===== config.mk =====
export PLATFORM = sky130hd
export DESIGN_NAME = mem_wb_stage
export DESIGN_NICKNAME = d
export VERILOG_FILES = /design/src/rtl/mips_pkg.sv /design/src/rtl/mem_wb_reg.sv /design/src/rtl/mem_wb_stage.sv
export SDC_FILE = /design/constraint.sdc
export NUM_CORES = 1
export LEC_CHECK = 0
export ABC_AREA = 1
export CORE_AREA = 2 2 123 125
export CTS_CLUSTER_DIAMETER = 30
export DETAILED_ROUTE_END_ITERATION = 10
export DIE_AREA = 0 0 125 127
export PLACE_DENSITY = 0.82
export SLEW_MARGIN = 15
export SYNTH_ARGS = -nofsm -noshare
export SYNTH_HDL_FRONTEND = slang
export SYNTH_SLANG_ARGS = --single-unit

===== constraint.sdc =====
create_clock -name clk -period 1.9 [get_ports clk]
set_clock_uncertainty 0.15 [all_clocks]
set_input_delay 0.285 -clock clk [delete_from_list [all_inputs] [get_ports clk]]
set_output_delay 0.285 -clock clk [all_outputs]
set_load 0.02 [all_outputs]

===== src/rtl/mips_pkg.sv =====
// Shared widths, MEM-stage state encoding and small helpers for the MIPS
// pipeline back end.
package mips_pkg;

  localparam int DATA_W_DEFAULT     = 32;
  localparam int REG_ADDR_W_DEFAULT = 5;

  typedef enum logic {
    ST_IDLE = 1'b0,
    ST_WAIT = 1'b1
  } mem_state_e;

  // Word accesses only: any set bit in the two LSBs is a misaligned address.
  function automatic logic addr_misaligned(input logic [1:0] lsb);
    return (lsb != 2'b00);
  endfunction

endpackage


===== src/rtl/mem_wb_reg.sv =====
// MEM/WB pipeline register. Bubble wins over load and clears every field so
// a killed slot can never write the register file.
module mem_wb_reg
  import mips_pkg::*;
#(
  parameter int DATA_W     = DATA_W_DEFAULT,
  parameter int REG_ADDR_W = REG_ADDR_W_DEFAULT
) (
  input  logic                  clk,
  input  logic                  rst_n,
  input  logic                  load_i,
  input  logic                  bubble_i,
  input  logic                  valid_i,
  input  logic                  reg_write_i,
  input  logic                  mem_to_reg_i,
  input  logic [DATA_W-1:0]     read_data_i,
  input  logic [DATA_W-1:0]     alu_res_i,
  input  logic [REG_ADDR_W-1:0] write_reg_i,
  output logic                  valid_o,
  output logic                  reg_write_o,
  output logic                  mem_to_reg_o,
  output logic [DATA_W-1:0]     read_data_o,
  output logic [DATA_W-1:0]     alu_res_o,
  output logic [REG_ADDR_W-1:0] write_reg_o
);

  logic                  valid_q;
  logic                  reg_write_q;
  logic                  mem_to_reg_q;
  logic [DATA_W-1:0]     read_data_q;
  logic [DATA_W-1:0]     alu_res_q;
  logic [REG_ADDR_W-1:0] write_reg_q;

  always_ff @(posedge clk) begin
    if (!rst_n || bubble_i) begin
      valid_q      <= 1'b0;
      reg_write_q  <= 1'b0;
      mem_to_reg_q <= 1'b0;
      read_data_q  <= '0;
      alu_res_q    <= '0;
      write_reg_q  <= '0;
    end else if (load_i) begin
      valid_q      <= valid_i;
      reg_write_q  <= reg_write_i;
      mem_to_reg_q <= mem_to_reg_i;
      read_data_q  <= read_data_i;
      alu_res_q    <= alu_res_i;
      write_reg_q  <= write_reg_i;
    end
  end

  assign valid_o      = valid_q;
  assign reg_write_o  = reg_write_q;
  assign mem_to_reg_o = mem_to_reg_q;
  assign read_data_o  = read_data_q;
  assign alu_res_o    = alu_res_q;
  assign write_reg_o  = write_reg_q;

endmodule


===== src/rtl/mem_wb_stage.sv =====
// MEM stage plus MEM/WB register: branch resolution, data-memory access with
// timeout and misalignment detection, and upstream stall generation.
module mem_wb_stage
  import mips_pkg::*;
#(
  parameter int DATA_W     = DATA_W_DEFAULT,
  parameter int REG_ADDR_W = REG_ADDR_W_DEFAULT,
  parameter int TIMEOUT    = 16
) (
  input  logic                  clk,
  input  logic                  rst_n,
  input  logic                  in_valid,
  input  logic                  in_reg_write,
  input  logic                  in_mem_to_reg,
  input  logic                  in_mem_write,
  input  logic                  in_mem_read,
  input  logic                  in_branch,
  input  logic [DATA_W-1:0]     in_br_target,
  input  logic                  in_zflag,
  input  logic [DATA_W-1:0]     in_alu_res,
  input  logic [DATA_W-1:0]     in_data2,
  input  logic [REG_ADDR_W-1:0] in_write_reg,
  output logic                  dmem_req,
  output logic                  dmem_we,
  output logic [DATA_W-1:0]     dmem_addr,
  output logic [DATA_W-1:0]     dmem_wdata,
  input  logic                  dmem_ack,
  input  logic [DATA_W-1:0]     dmem_rdata,
  output logic                  stall,
  output logic                  pc_src,
  output logic [DATA_W-1:0]     br_target,
  output logic                  wb_valid,
  output logic                  wb_reg_write,
  output logic                  wb_mem_to_reg,
  output logic [DATA_W-1:0]     wb_read_data,
  output logic [DATA_W-1:0]     wb_alu_res,
  output logic [REG_ADDR_W-1:0] wb_write_reg,
  output logic                  err_timeout,
  output logic                  err_misalign,
  output logic                  dbg_state
);

  // Memory handshake: dmem_req rises on the edge leaving IDLE and holds
  // we/addr/wdata constant until the edge on which dmem_ack (a one-cycle
  // pulse) is seen in WAIT, or until the timeout edge. Acks seen outside WAIT
  // are dropped. Upstream sees stall=1 for every cycle the EX/MEM slot must
  // hold still, so it advances on the same edge that retires the access.
  localparam int CNT_W = (TIMEOUT > 1) ? $clog2(TIMEOUT) : 1;
  localparam logic [CNT_W-1:0] CNT_LAST = CNT_W'(TIMEOUT - 1);

  mem_state_e        state_q, state_d;
  logic [CNT_W-1:0]  cnt_q, cnt_d;
  logic              req_q, req_d;
  logic              we_q, we_d;
  logic [DATA_W-1:0] addr_q, addr_d;
  logic [DATA_W-1:0] wdata_q, wdata_d;
  logic              err_to_q, err_to_d;
  logic              err_mis_q, err_mis_d;

  logic              mem_op;
  logic              misal;
  logic              wb_load;
  logic              wb_bubble;
  logic              wb_valid_in;
  logic [DATA_W-1:0] wb_rdata_in;

  assign mem_op = in_valid & (in_mem_read | in_mem_write);
  assign misal  = mem_op & addr_misaligned(in_alu_res[1:0]);

  always_ff @(posedge clk) begin
    if (!rst_n) begin
      state_q   <= ST_IDLE;
      cnt_q     <= '0;
      req_q     <= 1'b0;
      we_q      <= 1'b0;
      addr_q    <= '0;
      wdata_q   <= '0;
      err_to_q  <= 1'b0;
      err_mis_q <= 1'b0;
    end else begin
      state_q   <= state_d;
      cnt_q     <= cnt_d;
      req_q     <= req_d;
      we_q      <= we_d;
      addr_q    <= addr_d;
      wdata_q   <= wdata_d;
      err_to_q  <= err_to_d;
      err_mis_q <= err_mis_d;
    end
  end

  always_comb begin
    state_d     = state_q;
    cnt_d       = cnt_q;
    req_d       = req_q;
    we_d        = we_q;
    addr_d      = addr_q;
    wdata_d     = wdata_q;
    err_to_d    = err_to_q;
    err_mis_d   = err_mis_q;
    stall       = 1'b0;
    wb_load     = 1'b0;
    wb_bubble   = 1'b0;
    wb_valid_in = in_valid;
    wb_rdata_in = '0;

    case (state_q)
      ST_IDLE: begin
        if (!mem_op) begin
          wb_load = 1'b1;
        end else if (misal) begin
          // Misaligned access is dropped without touching memory; the slot retires as a bubble.
          err_mis_d = 1'b1;
          wb_bubble = 1'b1;
        end else begin
          stall     = 1'b1;
          state_d   = ST_WAIT;
          cnt_d     = '0;
          req_d     = 1'b1;
          we_d      = in_mem_write;
          addr_d    = in_alu_res;
          wdata_d   = in_data2;
          wb_bubble = 1'b1;
        end
      end
      ST_WAIT: begin
        cnt_d = cnt_q + CNT_W'(1);
        if (dmem_ack) begin
          wb_load     = 1'b1;
          wb_valid_in = 1'b1;
          wb_rdata_in = we_q ? '0 : dmem_rdata;
          req_d       = 1'b0;
          cnt_d       = '0;
          state_d     = ST_IDLE;
        end else if (cnt_q == CNT_LAST) begin
          // Give up: release the stall so the stuck instruction retires as a bubble.
          req_d     = 1'b0;
          err_to_d  = 1'b1;
          wb_bubble = 1'b1;
          cnt_d     = '0;
          state_d   = ST_IDLE;
        end else begin
          stall = 1'b1;
        end
      end
      default: begin
        state_d = ST_IDLE;
        cnt_d   = '0;
        req_d   = 1'b0;
      end
    endcase
  end

  mem_wb_reg #(
    .DATA_W     (DATA_W),
    .REG_ADDR_W (REG_ADDR_W)
  ) u_mem_wb_reg (
    .clk          (clk),
    .rst_n        (rst_n),
    .load_i       (wb_load),
    .bubble_i     (wb_bubble),
    .valid_i      (wb_valid_in),
    .reg_write_i  (in_reg_write),
    .mem_to_reg_i (in_mem_to_reg),
    .read_data_i  (wb_rdata_in),
    .alu_res_i    (in_alu_res),
    .write_reg_i  (in_write_reg),
    .valid_o      (wb_valid),
    .reg_write_o  (wb_reg_write),
    .mem_to_reg_o (wb_mem_to_reg),
    .read_data_o  (wb_read_data),
    .alu_res_o    (wb_alu_res),
    .write_reg_o  (wb_write_reg)
  );

  assign pc_src       = in_valid & in_branch & in_zflag & (state_q == ST_IDLE);
  assign br_target    = in_br_target;
  assign dmem_req     = req_q;
  assign dmem_we      = we_q;
  assign dmem_addr    = addr_q;
  assign dmem_wdata   = wdata_q;
  assign err_timeout  = err_to_q;
  assign err_misalign = err_mis_q;
  assign dbg_state    = state_q;

endmodule


# Word level (Yosys, flattened, before mapping)
# Cells that the tools add are included.
[classes]
reduce_logical = 8
eq_ne = 4
mux = 27
bitwise = 9
addsub = 1
[op_table]
columns = ["operator", "count"]
rows = [
  ["32-bit 2-to-1 mux", 3],
  ["4-bit 2-to-1 mux", 4],
  ["1-bit 2-to-1 mux", 15],
  ["3-bit AND reduction", 4],
  ["1-bit one-hot mux with 2 select lines", 4],
  ["4-bit one-hot mux with 2 select lines", 1],
  ["1-bit bitwise AND", 5],
  ["4-bit by 1-bit adder with 4-bit output, second input constant", 1],
  ["4-bit == test, second input constant", 1],
  ["2-bit inequality test, second input constant", 2],
  ["3-bit by 2-bit inequality test with 1-bit output, second input constant", 1],
  ["1-bit NOT", 3],
  ["2-bit AND reduction", 1],
  ["2-bit nonzero test", 1],
  ["1-bit zero test", 1],
  ["1-bit logical OR", 1],
  ["1-bit bitwise OR", 1],
]
[word_totals]
output_inout_bits = 175
input_bits = 143
elab_cells = 63
ff_bits = 145

# Longest topological paths before layout
[logic_depth]
ltp_word = 6
ltp_mapped = 9
mapped_depth_nobuf = 8

# Hierarchy
# From an unflattened synthesis, not the netlist that was laid out.
[hier_totals]
cells_unflattened = 756
area_unflattened_um2 = 6085.8
[by_module_without_submodules]
columns = ["module", "seq_area_each_um2", "area_per_inst_um2", "n_inst", "cells_per_inst"]
rows = [
  ["mem_wb_stage", 1461.4, 3148.0, 1, 443],
  ["mem_wb_reg", 1441.4, 2937.8, 1, 313],
]

# Least setup slack after synthesis
# No wires, ideal clock.
[synth_timing]
kind = "input to output"
from = "input in_alu_res[0]"
to = "output stall"
required_time_ns = 1.465
path_stages = 7
setup_slack_ns = 0.272
t_arrival_ns = 1.193
path_buffers = 2
cell_sequence = "nor2_2 nand3_2 nor2_4 inv_2 buf_6 buf_6 nand2_1"
[synth_via]
elab_chain_len = 5
[synth_rtl]
columns = ["element", "line", "text"]
rows = [
  ["from (decl)", "mem_wb_stage.sv:20", "input logic [DATA_W-1:0] in_alu_res,"],
  ["2-bit nonzero test", "mips_pkg.sv:15", "return (lsb != 2'b00);"],
  ["1-bit bitwise AND", "mem_wb_stage.sv:68", "assign misal = mem_op & addr_misaligned(in_alu_res[1:0]);"],
  ["1-bit 2-to-1 mux", "mem_wb_stage.sv:111", "end else if (misal) begin"],
  ["1-bit 2-to-1 mux", "mem_wb_stage.sv:109", "if (!mem_op) begin"],
  ["1-bit one-hot mux with 2 select lines", "mem_wb_stage.sv:107", "case (state_q)"],
  ["to (decl)", "mem_wb_stage.sv:29", "output logic stall,"],
]
# No other way between the ends.

# Final worst setup path
[layout_timing]
from = "input in_mem_write"
to = "output stall"
[layout_via]
elab_chain_len = 6
[layout_rtl]
columns = ["element", "line", "text"]
rows = [
  ["from (decl)", "mem_wb_stage.sv:15", "input logic in_mem_write,"],
  ["1-bit bitwise OR *", "mem_wb_stage.sv:67", "assign mem_op = in_valid & (in_mem_read | in_mem_write);"],
  ["1-bit bitwise AND *", "mem_wb_stage.sv:67", ""],
  ["1-bit bitwise AND", "mem_wb_stage.sv:68", ""],
  ["1-bit 2-to-1 mux", "mem_wb_stage.sv:111", ""],
  ["1-bit 2-to-1 mux *", "mem_wb_stage.sv:109", ""],
  ["1-bit one-hot mux with 2 select lines *", "mem_wb_stage.sv:107", ""],
]
# Mark *: on every way between the ends. The rest lies on a longest branch, timed or not.

==> metrics.txt <==
# TYPE chip_impl_metric gauge
chip_impl_metric{name="core",unit="sq um"} 14400
chip_impl_metric{name="hold_slack",unit="ns"} 0.219
chip_impl_metric{name="syn-instance-count",unit=""} 684
chip_impl_metric{name="tightestPinTransition",unit="ns"} 0.430
chip_impl_metric{name="ctsHoldBuffers",unit=""} 0
chip_impl_metric{name="clk_pin_slew",unit="ns"} 0.06
chip_impl_metric{name="worst_ir_drop_on_vdd",unit="uV"} 520
chip_impl_metric{name="netlist_area",unit="sq um"} 5410
chip_impl_info{name="yosys.cell_count.top_type",value="sky130_fd_sc_hd__dfxtp_1"} 1
chip_impl_metric{name="die-area",unit="sq um"} 15900
chip_impl_metric{name="fmax",unit="MHz"} 538
chip_impl_metric{name="slew-limit-headroom",unit=""} 0.713
chip_impl_metric{name="grt_overflow",unit=""} 0
chip_impl_info{name="yosysTopAreaCell",value="sky130_fd_sc_hd__dfxtp_1"} 1
chip_impl_metric{name="floorplan.die.width",unit="um"} 125
chip_impl_metric{name="firstDrtPassIters",unit=""} 4
chip_impl_metric{name="die_height",unit="um"} 127
chip_impl_metric{name="dr.first_iter.drc_count",unit=""} 259
chip_impl_metric{name="antenna_found_initial",unit=""} 0
chip_impl_metric{name="avgViaCountPerCell",unit=""} 4.83
chip_impl_metric{name="netlist.area_leader.share",unit=""} 0.536
chip_impl_metric{name="numPlacedInstances",unit=""} 1075
chip_impl_metric{name="gpl_wtd_cong",unit=""} 0.807
chip_impl_metric{name="core.rowCount",unit=""} 44
chip_impl_metric{name="final_util",unit=""} 0.597
chip_impl_metric{name="share_of_post_route_cells_with_drive_strength_above_1",unit=""} 0.0910
chip_impl_info{name="clk_root_buffer_cell",value="sky130_fd_sc_hd__clkbuf_16"} 1
chip_impl_metric{name="num-nets-final",unit=""} 1055
chip_impl_info{name="grt_setup_unrepaired",value="yes"} 1
chip_impl_metric{name="number_of_buffers_inserted_during_clock_tree_synthesis",unit=""} 17
chip_impl_metric{name="starting_utilization_of_the_core_area",unit=""} 0.375
chip_impl_info{name="critPathCaptureType",value="primary output"} 1
chip_impl_info{name="worst_setup_path_category",value="input pin to primary output"} 1
chip_impl_metric{name="remaining_drc_errors",unit=""} 0
chip_impl_metric{name="cellPowerDensity",unit="nW/um^2"} 871
chip_impl_metric{name="synth.net_count",unit=""} 828
chip_impl_metric{name="min_period",unit="ns"} 1.86
chip_impl_metric{name="buffer_ports.inserted",unit=""} 253
chip_impl_metric{name="placedInstanceArea",unit="sq um"} 8000
chip_impl_metric{name="worst-path-max-fanout",unit=""} 2
chip_impl_info{name="cts_tree",value="built"} 1
chip_impl_metric{name="report.final.setup_viol",unit=""} 0
chip_impl_metric{name="synth.ff_latch_count",unit=""} 145
chip_impl_metric{name="area_growth",unit="%"} 59.0
chip_impl_metric{name="finish.cell_count_without_fillers",unit=""} 1107
chip_impl_info{name="synthTopCellsByArea",value="sky130_fd_sc_hd__dfxtp_1, sky130_fd_sc_hd__nor2_1, sky130_fd_sc_hd__nand2_1, sky130_fd_sc_hd__a21oi_1, sky130_fd_sc_hd__o21ai_0"} 1
chip_impl_metric{name="synth_cell_types",unit=""} 23
chip_impl_metric{name="clock_path_buffers",unit=""} 2
chip_impl_info{name="tightest_hold_check_type",value="input pin to flop"} 1
chip_impl_metric{name="finalWirelength",unit="mm"} 17.7
chip_impl_metric{name="cts_sinks",unit=""} 145
chip_impl_metric{name="clk_lat_worst_skew",unit="ns"} 0.41
chip_impl_metric{name="hold_viol",unit=""} 0
chip_impl_metric{name="yosysSeqAreaShare",unit=""} 0.536
chip_impl_metric{name="layout_worst_path_cycle_share",unit=""} 0.978
chip_impl_metric{name="critical_path_arrival",unit="ns"} 1.42
chip_impl_metric{name="power.leakage",unit="nW"} 3.37
chip_impl_metric{name="number_of_global_route_vias_before_repair",unit=""} 5308
chip_impl_metric{name="hpwl",unit="mm"} 12.3
chip_impl_metric{name="synth_async_reset_ratio",unit=""} 0
chip_impl_metric{name="cp_data_required_time",unit="ns"} 1.46
chip_impl_metric{name="timing.max_cap.violations",unit=""} 0
chip_impl_metric{name="wl_per_cell",unit="um"} 15.9
chip_impl_metric{name="wire_length_of_the_first_global_routing_pass",unit="mm"} 27.7
chip_impl_info{name="netlist_top_cells_count",value="sky130_fd_sc_hd__dfxtp_1, sky130_fd_sc_hd__nor2_1, sky130_fd_sc_hd__nand2_1, sky130_fd_sc_hd__a21oi_1, sky130_fd_sc_hd__o21ai_0"} 1
chip_impl_metric{name="pin_count",unit=""} 318
chip_impl_metric{name="globalRouteTotalUtil",unit=""} 0.219
chip_impl_metric{name="synth-edff-count",unit=""} 0
chip_impl_metric{name="synthesis.yosys.warnings",unit=""} 0
chip_impl_metric{name="post_synth.cell_area_avg",unit="sq um"} 7.92
chip_impl_info{name="yosys_most_used_dff",value="sky130_fd_sc_hd__dfxtp_1"} 1
chip_impl_metric{name="n_antenna_cell",unit=""} 0
chip_impl_metric{name="layout.cell_area.non_filler",unit="sq um"} 8610
chip_impl_metric{name="vias",unit=""} 5351
chip_impl_info{name="result_of_the_run",value="completed"} 1
chip_impl_metric{name="drtAntennaViolNets",unit=""} 0
chip_impl_info{name="start_kind",value="input pin"} 1
chip_impl_metric{name="timing.final.max_slew_violations",unit=""} 0
chip_impl_metric{name="pin_count_of_the_biggest_net_entering_global_routing",unit=""} 64
chip_impl_metric{name="cts_htree_levels",unit=""} 4
==> per-layer routing <==
metal	up-vias	routed length (um)	global-route usage
met5	-	0	0
met4	0	526	0.100
met3	41	1610	0.0683
met2	224	8800	0.376
met1	2445	6710	0.250
li1	2641	-	-
==> per-stage QoR <==
stage / power [mW] / setup WS, ns / TNS [ns]
after floorplan: 3.80 / 0.272 / 0
after global placement: 4.29 / -0.449 / -18.94
after detailed placement: 4.30 / -0.445 / -21.42
after CTS: 7.54 / 0.00318 / 0
after global routing: 7.79 / -0.0326 / -0.0326
final: 7.50 / 0.0424 / 0
==> cell families (layout without fill, tap and decap cells) <==
logic type	after synthesis	count (layout)	synth area share
and+or+nand+nor	304	304	0.229
DFF	145	145	0.536
AOI/OAI and AO/OA	144	144	0.135
buffers and inverters	90	329	0.0978
adders and majority gates	1	1	0.00231
==> power breakdown <==
part / leakage, nW / switching (mW) / internal [mW]
combinational: 1.92 / 0.503 / 0.521
sequential: 1.18 / 0.0597 / 3.16
clock: 0.275 / 1.27 / 1.99
total: 3.37 / 1.83 / 5.67
==> worst max-delay path, cell delays in order <==
cell and delay (ns):
sky130_fd_sc_hd__clkdlybuf4s50_1 0.48, sky130_fd_sc_hd__inv_1 0.05, sky130_fd_sc_hd__nand2_2 0.13, sky130_fd_sc_hd__nand3_4 0.10, sky130_fd_sc_hd__nor2_4 0.13, sky130_fd_sc_hd__inv_2 0.05
sky130_fd_sc_hd__nand2_1 0.06, sky130_fd_sc_hd__buf_4 0.14
==> repair_timing <==
action                                 in CTS  in global routing
setup buffers                               0                  1
setup endpoints to repair                   3                 37
cloned                                      0                  0
pin swaps                                   0                  3
endpoints found under the hold margin       0                  0
resized for setup                          11                 10
==> cell type report <==
type	instances	area, sq um
fillers	1272	5810
flip-flops and latches	145	2910
repair buffers	285	2850
multi-input cells	449	2000
clock buffers	21	460
well taps	184	230
clock inverters	10	111
inverters	13	48.8
==> cell usage in the layout, fill, tap and decap left out, types with 2 or more instances in the layout <==
master | netlist | layout
sky130_fd_sc_hd__nor2_1 | 131 | 129
sky130_fd_sc_hd__buf_6 | 3 | 2
sky130_fd_sc_hd__clkbuf_1 | 15 | 2
sky130_fd_sc_hd__buf_4 | 39 | 25
sky130_fd_sc_hd__nand3_1 | 46 | 46
sky130_fd_sc_hd__clkinvlp_4 | 0 | 3
sky130_fd_sc_hd__o21ai_0 | 64 | 64
sky130_fd_sc_hd__clkdlybuf4s50_1 | 0 | 247
sky130_fd_sc_hd__nor2_2 | 1 | 3
sky130_fd_sc_hd__inv_1 | 10 | 9
sky130_fd_sc_hd__inv_2 | 3 | 4
sky130_fd_sc_hd__dfxtp_1 | 145 | 143
sky130_fd_sc_hd__bufinv_16 | 0 | 2
sky130_fd_sc_hd__dfxtp_2 | 0 | 2
sky130_fd_sc_hd__clkinv_2 | 0 | 4
sky130_fd_sc_hd__clkbuf_16 | 0 | 17
sky130_fd_sc_hd__nand4_1 | 2 | 2
sky130_fd_sc_hd__dlymetal6s2s_1 | 0 | 2
sky130_fd_sc_hd__buf_12 | 0 | 6
sky130_fd_sc_hd__nor2_4 | 2 | 2
sky130_fd_sc_hd__nand2_2 | 2 | 4
sky130_fd_sc_hd__clkbuf_8 | 0 | 2
sky130_fd_sc_hd__a21oi_1 | 77 | 77
sky130_fd_sc_hd__nand2_1 | 117 | 115
==> flip-flops by register name, summed over array words and instances, names as in the netlist <==
| register | count |
|---|---|
| dmem_we | 1 |
| u_mem_wb_reg.alu_res_o | 32 |
| u_mem_wb_reg.mem_to_reg_o | 1 |
| u_mem_wb_reg.read_data_o | 32 |
| u_mem_wb_reg.write_reg_o | 5 |
| err_timeout | 1 |
| u_mem_wb_reg.reg_write_o | 1 |
| err_misalign | 1 |
| cnt_q | 4 |
| dmem_wdata | 32 |
| dmem_addr | 32 |
| u_mem_wb_reg.valid_o | 1 |
| dmem_req | 1 |
| dbg_state | 1 |
==> worst paths after layout <==
| path | slack [ns] | startpoint | end | cells after the start |
|---|---|---|---|---|
| worst max-delay path | 0.04 | in_mem_write | stall | 8 |
| worst min-delay path | 0.22 | rst_n | cnt_q[2] | 4 |
| worst max register to register | 0.24 | dbg_state | dmem_addr[16] | 7 |
| worst min register to register | 0.31 | dmem_addr[1] | dmem_addr[1] | 2 |
Note: power is estimated with default switching activity, not from simulation.
